**config.mk**
```make
export PLATFORM = sky130hd
export DESIGN_NAME = gauss_filter_nxm
export DESIGN_NICKNAME = d
export VERILOG_FILES = /design/src/rtl/gauss_pkg.sv /design/src/rtl/gauss_adder_tree.sv /design/src/rtl/gauss_filter_nxm.sv
export SDC_FILE = /design/constraint.sdc
export NUM_CORES = 2
export LEC_CHECK = 0
export CELL_PAD_IN_SITES_DETAIL_PLACEMENT = 1
export CELL_PAD_IN_SITES_GLOBAL_PLACEMENT = 2
export CORE_MARGIN = 2
export CORE_UTILIZATION = 47
export DETAILED_ROUTE_END_ITERATION = 10
export MAX_ROUTING_LAYER = met4
export PLACE_DENSITY_LB_ADDON = 0.1
export SLEW_MARGIN = 0
export SYNTH_ARGS = -nofsm -noshare
export SYNTH_HDL_FRONTEND = slang
export SYNTH_SLANG_ARGS = --single-unit
```
**constraint.sdc**
```tcl
create_clock -name iclk -period 11 [get_ports iclk]
set_input_delay 1.65 -clock iclk [delete_from_list [all_inputs] [get_ports iclk]]
set_output_delay 1.65 -clock iclk [all_outputs]
set_load 0.05 [all_outputs]
```
**src/rtl/gauss_pkg.sv**
```systemverilog
// Shared helpers for the N x M Gaussian filter: sizing functions and the identity bank.
package gauss_pkg;

  function automatic int clog2(input int v);
    int r;
    r = 0;
    while ((1 << r) < v) r++;
    return r;
  endfunction

  // Products, one level per adder-tree stage, then the normalise register.
  function automatic int calc_lat(input int n, input int m);
    return clog2(n * m) + 2;
  endfunction

  function automatic int calc_aw(input int dw, input int gw, input int n, input int m);
    return dw + gw + clog2(n * m);
  endfunction

  // Identity kernel: unity gain at the centre tap, zero elsewhere.
  function automatic logic [31:0] ident_coef(input int idx, input int n, input int m,
                                             input int gsum);
    return (idx == ((n - 1) / 2) * m + (m - 1) / 2) ? (32'd1 << gsum) : 32'd0;
  endfunction

endpackage

```
**src/rtl/gauss_adder_tree.sv**
```systemverilog
// Pipelined binary adder tree; leaves padded to a power of two so every path has L registers.
module gauss_adder_tree
  import gauss_pkg::*;
#(
  parameter int LEAVES = 9,
  parameter int IW     = 18
) (
  input  logic                            i_clk,
  input  logic                            i_rst_n,
  input  logic [LEAVES*IW-1:0]            i_data,
  output logic [IW+clog2(LEAVES)-1:0]     o_sum
);

  localparam int L  = clog2(LEAVES);
  localparam int OW = IW + L;
  localparam int P  = 1 << L;

  logic [OW-1:0] w_leaf [P];

  for (genvar j = 0; j < P; j++) begin : g_leaf
    if (j < LEAVES) begin : g_in
      assign w_leaf[j] = OW'(i_data[j*IW +: IW]);
    end else begin : g_pad
      assign w_leaf[j] = '0;
    end
  end

  if (L == 0) begin : g_flat
    assign o_sum = w_leaf[0];
  end else begin : g_tree
    // Heap layout: node i sums children 2i and 2i+1; indices >= P are leaves.
    logic [OW-1:0] r_node [1:P-1];
    for (genvar i = 1; i < P; i++) begin : g_node
      logic [OW-1:0] w_a, w_b;
      if (2 * i >= P) begin : g_lf
        assign w_a = w_leaf[2*i-P];
        assign w_b = w_leaf[2*i+1-P];
      end else begin : g_nd
        assign w_a = r_node[2*i];
        assign w_b = r_node[2*i+1];
      end
      always_ff @(posedge i_clk or negedge i_rst_n) begin
        if (!i_rst_n) r_node[i] <= '0;
        else          r_node[i] <= w_a + w_b;
      end
    end
    assign o_sum = r_node[1];
  end

endmodule

```
**src/rtl/gauss_filter_nxm.sv**
```systemverilog
// N x M Gaussian convolution stage with shadowed coefficient bank, rounding/saturating
// normalisation and a latency-matched centre pixel / sync / valid path.
module gauss_filter_nxm
  import gauss_pkg::*;
#(
  parameter int N           = 3,
  parameter int M           = 3,
  parameter int DATAWIDTH   = 8,
  parameter int G_DATAWIDTH = 10,
  parameter int G_SUM_W     = 8,
  parameter int CFG_AW      = 6
) (
  input  logic                       iclk,
  input  logic                       rst_n_i,
  input  logic                       isync,
  input  logic                       ivalid,
  input  logic [DATAWIDTH*N*M-1:0]   idata,
  input  logic                       cfg_we,
  input  logic [CFG_AW-1:0]          cfg_addr,
  input  logic [G_DATAWIDTH-1:0]     cfg_data,
  input  logic                       bypass,
  output logic                       osync,
  output logic                       ovalid,
  output logic [DATAWIDTH-1:0]       odata_g,
  output logic [DATAWIDTH-1:0]       odata_y
);

  localparam int NM   = N * M;
  localparam int LAT  = calc_lat(N, M);
  localparam int PW   = DATAWIDTH + G_DATAWIDTH;
  localparam int AW   = calc_aw(DATAWIDTH, G_DATAWIDTH, N, M);
  localparam int CIDX = ((N - 1) / 2) * M + (M - 1) / 2;
  localparam logic [AW:0] RND  = ((AW + 1)'(1) << G_SUM_W) >> 1;
  localparam logic [AW:0] PMAX = (AW + 1)'((1 << DATAWIDTH) - 1);

  logic [G_DATAWIDTH-1:0] r_shadow [NM];
  logic [G_DATAWIDTH-1:0] r_active [NM];
  logic [PW-1:0]          r_prod   [NM];
  logic [NM*PW-1:0]       w_prod_flat;

  for (genvar i = 0; i < NM; i++) begin : g_tap
    localparam logic [G_DATAWIDTH-1:0] IDENT = G_DATAWIDTH'(ident_coef(i, N, M, G_SUM_W));
    logic [G_DATAWIDTH-1:0] w_shadow_nxt;

    // A write on the sync cycle is folded in before the commit.
    assign w_shadow_nxt = (cfg_we && cfg_addr == CFG_AW'(i)) ? cfg_data : r_shadow[i];
    assign w_prod_flat[i*PW +: PW] = r_prod[i];

    always_ff @(posedge iclk or negedge rst_n_i) begin
      if (!rst_n_i) begin
        r_shadow[i] <= IDENT;
        r_active[i] <= IDENT;
        r_prod[i]   <= '0;
      end else begin
        r_shadow[i] <= w_shadow_nxt;
        if (isync) r_active[i] <= w_shadow_nxt;
        r_prod[i]   <= PW'(r_active[i]) * PW'(idata[i*DATAWIDTH +: DATAWIDTH]);
      end
    end
  end

  logic [AW-1:0] w_sum;

  gauss_adder_tree #(.LEAVES(NM), .IW(PW)) u_tree (
    .i_clk   (iclk),
    .i_rst_n (rst_n_i),
    .i_data  (w_prod_flat),
    .o_sum   (w_sum)
  );

  logic [AW:0]           w_rnd, w_q;
  logic [DATAWIDTH-1:0]  w_norm;

  assign w_rnd  = {1'b0, w_sum} + RND;
  assign w_q    = w_rnd >> G_SUM_W;
  assign w_norm = (w_q > PMAX) ? '1 : w_q[DATAWIDTH-1:0];

  logic [LAT:1]          r_vld_pipe, r_sync_pipe;
  logic [LAT-1:1]        r_byp_pipe;
  logic [DATAWIDTH-1:0]  r_cen_pipe [1:LAT];
  logic [DATAWIDTH-1:0]  r_g;

  // Side-band delay line; bypass stops one stage early to steer the output register.
  always_ff @(posedge iclk or negedge rst_n_i) begin
    if (!rst_n_i) begin
      r_vld_pipe  <= '0;
      r_sync_pipe <= '0;
      r_byp_pipe  <= '0;
      r_g         <= '0;
      for (int k = 1; k <= LAT; k++) r_cen_pipe[k] <= '0;
    end else begin
      r_vld_pipe    <= {r_vld_pipe[LAT-1:1], ivalid};
      r_sync_pipe   <= {r_sync_pipe[LAT-1:1], isync};
      r_byp_pipe[1] <= bypass;
      r_cen_pipe[1] <= idata[CIDX*DATAWIDTH +: DATAWIDTH];
      for (int k = 2; k <= LAT; k++) r_cen_pipe[k] <= r_cen_pipe[k-1];
      for (int k = 2; k < LAT; k++)  r_byp_pipe[k] <= r_byp_pipe[k-1];
      r_g <= r_byp_pipe[LAT-1] ? r_cen_pipe[LAT-1] : w_norm;
    end
  end

  assign osync   = r_sync_pipe[LAT];
  assign ovalid  = r_vld_pipe[LAT];
  assign odata_g = r_g;
  assign odata_y = r_cen_pipe[LAT];

endmodule

```
==> results <==
- The flow ran to the end, and the final reports show no timing, DRC or antenna violations.
- The number of levels in the clock H-tree is 3.
- The normalized max-slew margin is 20.5%.
- The total via count after detailed routing is 30.8k.
- The overall overflow remaining after global route is 0.
- Gates resized during post-CTS repair numbered 0.
- The final setup TNS is 0 ns.
- The dominant register cell in the synthesized netlist is sky130_fd_sc_hd__dfrtp_1.
- The net count of the finished layout is ~5.5k.
- The starting DRC count in detailed routing is 1251.
- The congestion estimate from routability-driven global placement came to just over 0.8.
- Ranked by instance count, the synthesized netlist is headed by sky130_fd_sc_hd__inv_1 (630), sky130_fd_sc_hd__and2_1 (623), sky130_fd_sc_hd__dfrtp_1 (619).
- In the post-synthesis netlist, the biggest area contributors are sky130_fd_sc_hd__dfrtp_1 (33%), sky130_fd_sc_hd__fa_1 (19%), sky130_fd_sc_hd__ha_1 (13%).
- The number of clock sinks is 621.
- 112 I/O pins were placed.
- The critical register-to-register path endpoint is r_prod[159].
- The total setup buffers inserted after CTS is 0.
- In this run the deepest clock path goes through 3 buffers.
- The number of buffers inserted by port buffering is 111.
- The synthesized design contains 621 register bits.
- The fraction of final layout cells with drive strength greater than 1 is 7.48%.
- Dividing the final minimum period by the clock period gives approximately 54%.
- The final number of hold-violating endpoints came to 0.
- The initial utilization of the core area, before any placement, comes to 47.3%.
- The worst register-to-register path has a depth of 15.
- The category of the critical setup timing path is in2reg.
- In the synthesized netlist the async set-or-reset flop fraction comes to 100%.
- Max-cap violations in this run came to 0.
- The clock latency on the worst-skew pair is 0.63 ns.
- The number of iterations in the first detailed-routing pass is 5.
- The biggest area contributor in the post-synthesis netlist is sky130_fd_sc_hd__dfrtp_1.
- The number of warning messages in the yosys log is 0.
- The die covers 103000 um^2.
- The detailed placer's ending HPWL is 89000 um.
- The cell area that synthesis handed to floorplanning was approximately 47000 um^2.
- The horizontal die dimension is 321 um.
- The number of clock buffers added by TritonCTS is 74.
- Once detail routing completed, the nets flagged for antenna violations numbered 0.
- The number of hold buffers added after CTS was 0.
- The worst reg-to-reg setup slack is around 6.2 ns.
- After layout, the minimum clock period comes to 5.93 ns.
- The count of pins over their slew limit was 0.
- Each instance of the synthesized netlist takes up on average 10.8 um^2.
- Dividing total power by cell area gives a power density of 222 nW/um^2.
- The initial antenna violation count was 12.
- The residual DRC count is 0.
- The worst IR drop on VDD is between 0.0001 and 0.00015 V.
- The total chip power is 11.6 mW.
- The data required time at the worst endpoint is 11.50 ns.
- The dominant cell by count in the synthesized netlist is sky130_fd_sc_hd__inv_1.
- The critical path launch point type is an input pin.
- After synthesis, the largest area contributor takes up 32.8% of total cell area.
- The start of the worst register-to-register path is r_active[83].
- Synthesis instantiated 71 different standard cells from the library.
- The portion of the post-synthesis area used by sequential elements is 32.9%.
- The count of mapped cells out of synthesis is 4359.
- The setup-violating endpoint count in the final report is 0.
- The analysis attributes to cell leakage a power of 27.1 nW.
- The class of the tightest hold or removal check is reg2reg.
- The root buffer cell chosen for the clock tree is sky130_fd_sc_hd__clkbuf_16.
- Entering global routing, the biggest net connects 170 pins.
- The clock arrives with 0.0174 ns of skew.
- Yosys mapped a number of flops with a built-in enable equal to 0.
- The global router's overall resource usage is between 20% and 30%.
- Dividing the detail-routed wire length by the instance count gives 19.6 um.
- Derived from the worst setup path, the maximum achievable clock frequency is 0.169 GHz.
- The timing startpoint of the critical path is idata[2].
- The worst setup path endpoint is r_prod[159].
- Setup repair after global routing left no endpoint under its margin.
- The TritonCTS clock tree is built.
- STA puts the critical path data arrival time at between 6 and 7 ns.
- Using the TritonRoute via totals, the vias-per-cell ratio works out to 5.22.
- The die boundary height is 321 um.
- STA classifies the critical path endpoint as a flop.
- Compared with the post-synthesis result, the final layout area differs by 11.2%.
- Clock-pin slew was measured on the worst setup and hold paths at 0.06 ns.
- Of all nets on the critical path, the largest fanout is 10.
- The number of global-route vias before repair is 33.8k.
- The floorplan has roughly 120 rows.
- The total wirelength of the detailed-routed design is 115000 um.
- The global-route wire length before repair is 189000 um.
- The number of nets in the synthesized netlist is 5382.
- The transition time at the pin with the least slew margin is 1.19 ns.
- The region available for standard cell placement spans 99900 um^2.
flip-flops by register name, summed over array words and instances, names as in the netlist:
register	count
r_prod	162
r_byp_pipe	5
r_active	90
u_tree.g_tree.g_node.w_a	115
r_cen_pipe	40
r_shadow	90
odata_y	8
r_sync_pipe	6
u_tree.g_tree.g_node.w_b	76
u_tree.o_sum	15
r_vld_pipe	6
odata_g	8
worst max-delay path, stage by stage:
cell,delay [ns]
sky130_fd_sc_hd__clkdlybuf4s50_1,0.55
sky130_fd_sc_hd__and2_1,0.23
sky130_fd_sc_hd__fa_1,0.44
sky130_fd_sc_hd__fa_1,0.49
sky130_fd_sc_hd__inv_1,0.05
sky130_fd_sc_hd__fa_1,0.48
sky130_fd_sc_hd__fa_1,0.49
sky130_fd_sc_hd__inv_1,0.04
sky130_fd_sc_hd__ha_1,0.32
sky130_fd_sc_hd__o21ai_0,0.13
sky130_fd_sc_hd__a21boi_0,0.16
sky130_fd_sc_hd__o21ai_0,0.23
sky130_fd_sc_hd__a21oi_1,0.14
sky130_fd_sc_hd__a311oi_1,0.63
sky130_fd_sc_hd__nor3_1,0.10
sky130_fd_sc_hd__a311o_1,0.29
layout make-up:
cell class                      count  area, um^2
Inverter                          630        2360
Clock inverter                     34         423
Sequential cell                   621       15500
Multi-Input combinational cell   3074       29100
Clock buffer                      102        2130
Tap cell                         1298        1620
Antenna cell                        9        22.5
Timing Repair Buffer              124        1220
Fill cell                       10800       47400
report_power, final:
| group | leakage (nW) | internal (mW) | switching (mW) |
|---|---|---|---|
| clock network | 1.24 | 1.53 | 1.02 |
| registers | 7.86 | 3.00 | 0.483 |
| logic | 18.0 | 2.45 | 3.17 |
| total | 27.1 | 6.97 | 4.67 |
metal layers:
metal	up-vias	track usage, %	wire length [um]
met3	106	3.26	4380
met1	15800	34.2	56500
met5	-	-	0
met4	0	4.78	1790
met2	372	37.1	52600
li1	14500	-	-
worst min-delay path by stage:
stage                                    startpoint                         endpoint  depth (start not counted)
global route        u_tree.g_tree.g_node[3].w_a[16]  u_tree.g_tree.g_node[1].w_b[16]                          0
CTS                  u_tree.g_tree.g_node[6].w_a[7]   u_tree.g_tree.g_node[3].w_a[7]                          0
floorplan                             r_byp_pipe[1]                    r_byp_pipe[2]                          0
finish               u_tree.g_tree.g_node[6].w_a[7]   u_tree.g_tree.g_node[3].w_a[7]                          0
global placement                     r_cen_pipe[30]                   r_cen_pipe[22]                          0
detailed placement   u_tree.g_tree.g_node[6].w_a[7]   u_tree.g_tree.g_node[3].w_a[7]                          0
per-stage QoR:
step	hold slack (ns)	setup WS, ns	cells	util [%]	cell area [um^2]
3_5_place_dp	0.336	4.47	5747	50.0	49900
2_1_floorplan	0.331	5.49	4359	-	47200
5_1_grt	0.352	4.76	5889	52.5	52500
3_3_place_gp	0.334	4.50	5747	50.0	49900
6_report	0.341	5.07	5892	52.5	52500
4_1_cts	0.344	5.09	5883	52.5	52400
layout by cell type, fill, tap and decap left out, drive strengths merged, types with 7 or more instances in the layout:
cell / netlist / final
nor2: 150 / 150
clkinv: 0 / 17
a221o: 7 / 7
and2: 624 / 624
fa: 439 / 439
nand2b: 30 / 30
clkinvlp: 0 / 7
bufinv: 0 / 7
nand3: 27 / 27
a31oi: 8 / 8
diode: 0 / 9
o31ai: 9 / 9
a2111oi: 9 / 9
o21ai: 109 / 109
dfrtp: 619 / 619
a211oi: 17 / 17
xor2: 58 / 58
a21oi: 167 / 167
and3: 30 / 30
ha: 490 / 490
a21boi: 13 / 13
nor4: 9 / 9
o211ai: 24 / 24
clkdlybuf4s50: 0 / 106
o21a: 45 / 45
clkbuf: 22 / 102
mux2: 180 / 180
buf: 12 / 18
a221oi: 9 / 9
a311oi: 8 / 8
nor3: 42 / 42
or3: 10 / 10
a21o: 88 / 88
o41ai: 8 / 8
nor2b: 51 / 51
inv: 630 / 633
xnor2: 166 / 166
nand2: 175 / 175
o21bai: 16 / 16
logic make-up (layout without fill, tap and decap cells):
logic type	after synthesis	count (layout)	synth area share, %
and+or+nand+nor	1175	1175	13.8
other	0	9	0
adders and majority gates	929	929	31.6
buffers and inverters	664	890	5.35
muxes	186	186	4.42
xor gates and xnor gates	224	224	4.16
DFF	621	621	32.9
AOI/OAI and AO/OA	560	560	7.74
Note: power is estimated with default switching activity, not from simulation.
